[config.mk]
export PLATFORM = sky130hd
export DESIGN_NAME = alu_wide_sequencer
export DESIGN_NICKNAME = d
export VERILOG_FILES = /design/src/rtl/alu_wide_sequencer.sv
export SDC_FILE = /design/constraint.sdc
export NUM_CORES = 1
export LEC_CHECK = 0
export ABC_AREA = 1
export BUFFER_PORTS_ARGS = -buffer_cell sky130_fd_sc_hd__clkbuf_2
export CAP_MARGIN = 10
export CORE_MARGIN = 3
export CORE_UTILIZATION = 41
export DETAILED_ROUTE_END_ITERATION = 8
export PLACE_DENSITY = 0.67
export SLEW_MARGIN = 30
export SYNTH_ARGS = -nofsm -noshare
export SYNTH_HDL_FRONTEND = slang
export SYNTH_SLANG_ARGS = --single-unit
export TNS_END_PERCENT = 5
[constraint.sdc]
create_clock -name clk -period 2.45 [get_ports clk]
set_clock_uncertainty 0.05 [all_clocks]
set_input_delay 0.1225 -clock clk [delete_from_list [all_inputs] [get_ports clk]]
set_output_delay 0.1225 -clock clk [all_outputs]
set_load 0.05 [all_outputs]
[src/rtl/alu_wide_sequencer.sv]
// alu_wide_sequencer: runs 16-bit ALU operations for two requesters on a shared
// 8-bit ALU, low byte first, then high byte with the carry chained between passes.
// Optional feature macro ALU_SEQ_RR_EN: round-robin arbitration between requesters.
// Without it, requester 0 always has priority.
module alu_wide_sequencer #(
  parameter int unsigned N_REQ = 2,
  parameter int unsigned W     = 16
) (
  input  logic               clk,
  input  logic               rst,
  input  logic [N_REQ-1:0]   req_valid,
  output logic [N_REQ-1:0]   req_ready,
  input  logic [3*N_REQ-1:0] req_op,
  input  logic [W*N_REQ-1:0] req_a,
  input  logic [W*N_REQ-1:0] req_b,
  output logic               rsp_valid,
  input  logic               rsp_ready,
  output logic               rsp_id,
  output logic [W-1:0]       rsp_result,
  output logic               rsp_co,
  output logic               rsp_z,
  output logic [2:0]         alu_fn,
  output logic [W/2-1:0]     alu_a,
  output logic [W/2-1:0]     alu_b,
  output logic               alu_cin,
  input  logic [W/2-1:0]     alu_out,
  input  logic               alu_co,
  input  logic               alu_z
);

  localparam int unsigned BW = W / 2;

  typedef enum logic [1:0] {
    S_IDLE = 2'd0,
    S_LO   = 2'd1,
    S_HI   = 2'd2,
    S_RESP = 2'd3
  } state_e;

  state_e         state_q, state_d;
  logic [2:0]     op_q, op_d;
  logic [W-1:0]   a_q, a_d;
  logic [W-1:0]   b_q, b_d;
  logic           id_q, id_d;
  logic [BW-1:0]  lo_q, lo_d;
  logic           carry_q, carry_d;
  logic           rsp_valid_q, rsp_valid_d;
  logic           rsp_id_q, rsp_id_d;
  logic [W-1:0]   rsp_result_q, rsp_result_d;
  logic           rsp_co_q, rsp_co_d;
  logic           rsp_z_q, rsp_z_d;

  logic           grant_any;
  logic           grant_id;
  logic           accept;
  logic           is_arith;
  logic           is_sub;
  logic [2:0]     fn_sel;
  logic [W-1:0]   hi_result;

  // The 8-bit zero flag is meaningless for a 16-bit result; z is rebuilt locally.
  logic           unused_alu_z;
  assign unused_alu_z = alu_z;

`ifdef ALU_SEQ_RR_EN
  logic           rr_ptr_q, rr_ptr_d;

  // Arbiter: on contention the pointer picks the winner, otherwise the lone requester wins.
  always_comb begin
    grant_any = |req_valid;
    if (req_valid[0] && req_valid[1]) begin
      grant_id = rr_ptr_q;
    end else begin
      grant_id = ~req_valid[0];
    end
  end

  // Pointer moves to the non-winner after every accept.
  always_comb begin
    rr_ptr_d = rr_ptr_q;
    if (accept) begin
      rr_ptr_d = ~grant_id;
    end
  end

  // Round-robin pointer register; reset favours requester 0.
  always_ff @(posedge clk or posedge rst) begin
    if (rst) begin
      rr_ptr_q <= 1'b0;
    end else begin
      rr_ptr_q <= rr_ptr_d;
    end
  end
`else
  // Arbiter: fixed priority, requester 0 always wins.
  always_comb begin
    grant_any = |req_valid;
    grant_id  = ~req_valid[0];
  end
`endif

  assign accept    = (state_q == S_IDLE) && grant_any && !rst;
  assign is_arith  = ~op_q[2];
  assign is_sub    = (op_q[2:1] == 2'b01);
  assign fn_sel    = is_arith ? 3'b000 : op_q;
  assign hi_result = {alu_out, lo_q};

  // FSM state register.
  always_ff @(posedge clk or posedge rst) begin
    if (rst) begin
      state_q <= S_IDLE;
    end else begin
      state_q <= state_d;
    end
  end

  // FSM next-state logic: IDLE -> LO -> HI -> RESP -> IDLE on response handshake.
  always_comb begin
    state_d = state_q;
    case (state_q)
      S_IDLE:  if (accept) state_d = S_LO;
      S_LO:    state_d = S_HI;
      S_HI:    state_d = S_RESP;
      S_RESP:  if (rsp_ready) state_d = S_IDLE;
      default: state_d = S_IDLE;
    endcase
  end

  // FSM outputs: grant strobe in IDLE and the per-pass ALU drive.
  always_comb begin
    req_ready = '0;
    alu_fn    = 3'b000;
    alu_a     = '0;
    alu_b     = '0;
    alu_cin   = 1'b0;
    if (accept) begin
      req_ready[grant_id] = 1'b1;
    end
    case (state_q)
      S_LO: begin
        alu_fn  = fn_sel;
        alu_a   = a_q[BW-1:0];
        alu_b   = is_sub ? ~b_q[BW-1:0] : b_q[BW-1:0];
        alu_cin = is_sub;
      end
      S_HI: begin
        alu_fn  = fn_sel;
        alu_a   = a_q[W-1:BW];
        alu_b   = is_sub ? ~b_q[W-1:BW] : b_q[W-1:BW];
        alu_cin = is_arith & carry_q;
      end
      default: ;
    endcase
  end

  // Datapath next values: latch the request, capture each byte pass, build the response.
  always_comb begin
    op_d         = op_q;
    a_d          = a_q;
    b_d          = b_q;
    id_d         = id_q;
    lo_d         = lo_q;
    carry_d      = carry_q;
    rsp_valid_d  = rsp_valid_q;
    rsp_id_d     = rsp_id_q;
    rsp_result_d = rsp_result_q;
    rsp_co_d     = rsp_co_q;
    rsp_z_d      = rsp_z_q;
    if (accept) begin
      op_d = grant_id ? req_op[3 +: 3] : req_op[0 +: 3];
      a_d  = grant_id ? req_a[W +: W]  : req_a[0 +: W];
      b_d  = grant_id ? req_b[W +: W]  : req_b[0 +: W];
      id_d = grant_id;
    end
    case (state_q)
      S_LO: begin
        lo_d    = alu_out;
        carry_d = alu_co;
      end
      S_HI: begin
        rsp_valid_d  = 1'b1;
        rsp_id_d     = id_q;
        rsp_result_d = hi_result;
        rsp_co_d     = is_arith & alu_co;
        rsp_z_d      = (hi_result == '0);
      end
      S_RESP: begin
        if (rsp_ready) rsp_valid_d = 1'b0;
      end
      default: ;
    endcase
  end

  // Datapath and response registers.
  always_ff @(posedge clk or posedge rst) begin
    if (rst) begin
      op_q         <= 3'b000;
      a_q          <= '0;
      b_q          <= '0;
      id_q         <= 1'b0;
      lo_q         <= '0;
      carry_q      <= 1'b0;
      rsp_valid_q  <= 1'b0;
      rsp_id_q     <= 1'b0;
      rsp_result_q <= '0;
      rsp_co_q     <= 1'b0;
      rsp_z_q      <= 1'b0;
    end else begin
      op_q         <= op_d;
      a_q          <= a_d;
      b_q          <= b_d;
      id_q         <= id_d;
      lo_q         <= lo_d;
      carry_q      <= carry_d;
      rsp_valid_q  <= rsp_valid_d;
      rsp_id_q     <= rsp_id_d;
      rsp_result_q <= rsp_result_d;
      rsp_co_q     <= rsp_co_d;
      rsp_z_q      <= rsp_z_d;
    end
  end

  assign rsp_valid  = rsp_valid_q;
  assign rsp_id     = rsp_id_q;
  assign rsp_result = rsp_result_q;
  assign rsp_co     = rsp_co_q;
  assign rsp_z      = rsp_z_q;

endmodule

# Word-level counts from Yosys, hierarchy flattened
# Index checks and enable logic that the tools add are counted.
[totals]
register_bits = 67
input_bits = 85
word_cells = 55
[classes]
magnitude_cmp = 2
eq_ne = 6
mux = 18
bitwise = 6
reduce_logical = 11
[ops]
columns = ["operator", "count"]
rows = [
  ["$mux W16", 2],
  ["$pmux W8 S2", 2],
  ["$logic_not A16 Y1", 1],
  ["$mux W8", 2],
  ["$not A8 Y8", 2],
  ["$mux W3", 3],
  ["$pmux W2 S4", 1],
  ["$mux W2", 3],
  ["$eq A2 B1 Y1 const B", 2],
  ["$eq A2 B2 Y1 const B", 2],
  ["$ne A2 B2 Y1 const B", 2],
  ["$pmux W1 S2", 2],
  ["$reduce_and A2 Y1", 2],
  ["$reduce_or A2 Y1", 2],
  ["$logic_and A1 B1 Y1", 3],
  ["$and A1 B1 Y1", 2],
  ["$logic_not A2 Y1", 1],
  ["$lt A1 B2 Y1 const B", 1],
  ["$mux W1", 2],
  ["$not A1 Y1", 2],
  ["$reduce_bool A2 Y1", 1],
  ["$demux W1 S1", 1],
  ["$ge A1 B1 Y1 const B", 1],
  ["$logic_not A1 Y1", 1],
]

# Longest topological paths before layout
[depth]
word_depth = 6
depth_mapped = 8
mapped_depth_nobuf = 6

# Worst setup path before layout
# No wires, ideal clock.
[synth_path]
path_kind = "input -> output"
from = "input port rst"
to = "output port req_ready[0]"
t_arrival_ps = 2041
path_slack_ps = 237
cell_stages = 4
cell_sequence = "inv_2 -> nand2_2 -> clkbuf_1 -> nor2_1"
[synth_via]
elab_chain_cells = 3
[synth_lines]
columns = ["item", "line", "text"]
rows = [
  ["start, declared", "10", "input logic rst,"],
  ["$logic_not A1 Y1 (no line)", "n/a", ""],
  ["$logic_and A1 B1 Y1", "102", "assign accept = (state_q == S_IDLE) && grant_any && !rst;"],
  ["$mux W2", "136", "if (accept) begin"],
  ["end, declared", "12", "output logic [N_REQ-1:0] req_ready,"],
]
# No other way between the ends.

# Worst setup path in the final report
[layout_path]
from = "register state_q[0]"
to = "output port alu_b[3]"
[layout_via]
elab_chain_cells = 2
word_cells_on_any_way = 3
classes_between = "eq/ne (2); mux (1)"
[layout_lines]
columns = ["item", "line", "text"]
rows = [
  ["start, declared", "40", "state_e state_q, state_d;"],
  ["start signal, assigned", "113", "state_q <= state_d;"],
  ["$eq A2 B2 Y1 / $eq A2 B1 Y1 (equally long branches)", "139", "case (state_q)"],
  ["$pmux W8 S2 (*)", "139", ""],
  ["end, declared", "24", "output logic [W/2-1:0] alu_b,"],
]
# Mark *: on every way between the ends. The rest lies on a longest branch, timed or not.

==> summary.txt <==
Route
  • Final ANT Viol Nets: 0
  • Routed len/inst: 12.5 um
  • Vias: 3,562
  • Detailed Route WL: 9.44 mm
  • Pre-Repair DR Iteration Count: 4
  • DRC: 0
  • Vias per inst: 4.71
  • Initial DRC Count: 142

STA
  • Period minus WS final: 2.22 ns
  • Max Slew Vio Count: 0
  • Final setup vio count: 0
  • Hold_ws: 0.0218 ns
  • Fin. Hold Viols: 0
  • Period utilization: 90.6%
  • Slew headroom: 45.2%
  • Slew @ Worst Pin: 0.823 ns
  • TNS Setup: 0 ns
  • FMAX: 450 MHz
  • RSZ-0062 raised after global routing: no

Global route
  • GRT Overall Usage: 19.2%
  • GRT overflow: 0
  • Initial antenna violation count: 0
  • Vias in the first global route: 3,414
  • Largest net degree at the start of global routing: 68
  • Global-route wire length before repair: 15.7 mm

Setup path
  • Crit-path cells: inv_1, ha_1, clkinvlp_4, buf_4, a21oi_1, buf_2
  • CP peak stage delay: 0.43 ns
  • Startpoint Class: register
  • Slowest-stage cell, CP: dfrtp_1
  • Crit path kind: reg2out
  • CP Capture Type: output port
  • CP arrival: 2.05 ns
  • Buf+Inv Stages, Crit Path: 4
  • Delay-heaviest family, CP: buffers and inverters
  • Crit path required time: 2.28 ns
  • Peak fanout along the critical path: 9

Floorplan
  • Row Count: 34
  • Starting Density: 42.3%
  • Die ar.: 0.0102 mm^2
  • I/O pins: 127
  • Die Y-Extent: 101 um
  • Die W: 101 um
  • Core ar.: 0.00876 mm^2

Yosys
  • Synth area leader: dfrtp_1
  • Top FF cell, synth: dfrtp_1
  • Post-synthesis cell type count: 24
  • Syn_nets: 607
  • Synth cell count leaders: nand2_1 (241), dfrtp_1 (67), nand3_1 (38), inv_1 (34), o21ai_0 (34)
  • Ys Warns: 0
  • Share of the synthesized area in the top cell type: 45.2%
  • Synth top area cells: dfrtp_1 (45%), nand2_1 (24%), nand3_1 (5.1%)
  • Mapped Cells: 515
  • Synthesized area: 0.00371 mm^2
  • Post-synthesis sequential area ratio: 45.2%
  • Syn_area_per_cell: 7.20 um^2
  • Post-synth EDFFs: 0
  • Top-count cell post-synth: nand2_1
  • Share of flip-flops with an asynchronous set or reset: 100%
  • #FFs+latches synth: 67

Power and ir drop
  • Power Dens Cells: 1320 mW/mm^2
  • Leakage dissipation: 0.00261 uW
  • VDD IR max: 487 uV
  • Sequential power share: 30.7%
  • Comb pwr share: 54.7%
  • Clk pwr share: 14.6%
  • Switching power: 3190 uW
  • Internal power: 3040 uW
  • Switching share of total power: 51.2%

Run
  • MaxCap Viol Count: 0

Clocking
  • H-tree depth: 3
  • Clk buf depth: 2
  • Skew-Pair Late Insertion Delay: 0.33 ns
  • CTS tree: yes
  • Clock root buffer: clkbuf_8
  • CTS buffer count: 9
  • Reg clk slew, reported paths: 0.07 ns
  • CTS sink count: 67

Layout
  • Final nets: 735
  • Area grow syn2layout: 27.0%
  • Antenna cells: 0
  • Share of cells above drive strength 1: 27.2%

Placed design
  • DP HPWL: 6.98 mm
  • Routability cong.: 0.833
  • Port Buffers: 125

Run status
  • Status: completed

Min path
  • Min-Delay Path Class: in2async
-- layer usage --
metal	global-route usage, %	wire length, um
met5	0	0
met4	6.95	93
met3	2.84	525
met2	31.1	4550
met1	26.1	4270
-- worst register-to-register path, stage by stage (launching register included) --
cell	delay, ns
dfrtp_1	0.43
inv_1	0.15
ha_1	0.47
inv_1	0.45
nand2_1	0.14
o21ai_0	0.09
-- cell type report --
cell class | count | area (um^2)
fill | 874 | 4060
multi-input combinational | 381 | 1720
sequential | 67 | 1680
timing repair buffer | 147 | 833
inverter | 37 | 143
tap | 108 | 135
clock buffer | 9 | 124
clock inverter | 7 | 76.3
-- stage by stage --
| stage | setup slack (ns) | instance area [um^2] | total power [uW] | instances | util [%] |
|---|---|---|---|---|---|
| 2_1_floorplan | 0.237 | 3710 | 4460 | 515 | - |
| 3_3_place_gp | 0.460 | 4390 | 5200 | 728 | 50.0 |
| 3_5_place_dp | 0.411 | 4390 | 5280 | 728 | 50.0 |
| 4_1_cts | 0.0301 | 4690 | 6230 | 754 | 53.5 |
| 5_1_grt | 0.0824 | 4710 | 6730 | 756 | 53.7 |
| 6_report | 0.230 | 4710 | 6230 | 756 | 53.7 |
-- state kept, by name (all words and copies together) (netlist names) --
register,flops
state_q,2
rsp_result,16
lo_q,8
carry_q,1
rsp_z,1
rsp_valid,1
id_q,1
rsp_id,1
rsp_co,1
op_q,3
b_q,16
a_q,16
-- cells by family after synthesis --
family	count (synthesis)	synth area share (%)
AOI/OAI and AO/OA	72	10.8
muxes	1	0.304
adders and majority gates	7	2.36
DFF	67	45.2
buffers and inverters	67	8.40
and+or+nand+nor	301	32.9
-- cells in the final DEF, fill, tap and decap left out, types with 2 or more instances in the layout --
master / synthesis / layout
a21oi_1: 17 / 17
inv_1: 34 / 34
dlygate4sd3_1: 0 / 10
dfrtp_1: 67 / 67
nand2_2: 6 / 6
inv_2: 2 / 2
clkinv_4: 0 / 2
o21ai_0: 34 / 34
ha_1: 7 / 7
buf_4: 1 / 12
buf_2: 9 / 2
nor2_1: 12 / 12
clkinvlp_4: 0 / 3
clkbuf_2: 0 / 121
clkbuf_8: 0 / 9
o21ai_2: 10 / 10
o21ai_1: 10 / 10
nand2_1: 241 / 241
nand3_1: 38 / 38
-- what timing repair did --
item                                    4_1_cts  5_1_grt
buffers inserted                              0        2
hold buffers                                 10        0
hold endpoints to repair                     16        0
resized for setup                             0        5
endpoints found under the setup margin        0        9
-- power by group through the flow --
stage / logic (uW) / clock network (uW) / registers, uW
3_3_place_gp: 3290 / 0 / 1900
6_report: 3410 / 911 / 1910
5_1_grt: 3760 / 994 / 1980
2_1_floorplan: 2120 / 0 / 2350
4_1_cts: 3370 / 947 / 1910
3_5_place_dp: 3350 / 0 / 1930
-- worst paths after layout --
check | start | end | slack, ns | cells after the start
worst max-delay path | state_q[0] | alu_b[3] | 0.23 | 6
worst min register to register | rsp_result[9] | rsp_result[9] | 0.43 | 2
worst min-delay path | rst | a_q[13] | 0.02 | 3
min in group clk | req_b[31] | b_q[15] | 0.03 | 5
max in group asynchronous | rst | id_q | 1.81 | 3
worst max register to register | state_q[0] | rsp_result[7] | 0.51 | 5
Power figures use the tool's default switching activity.
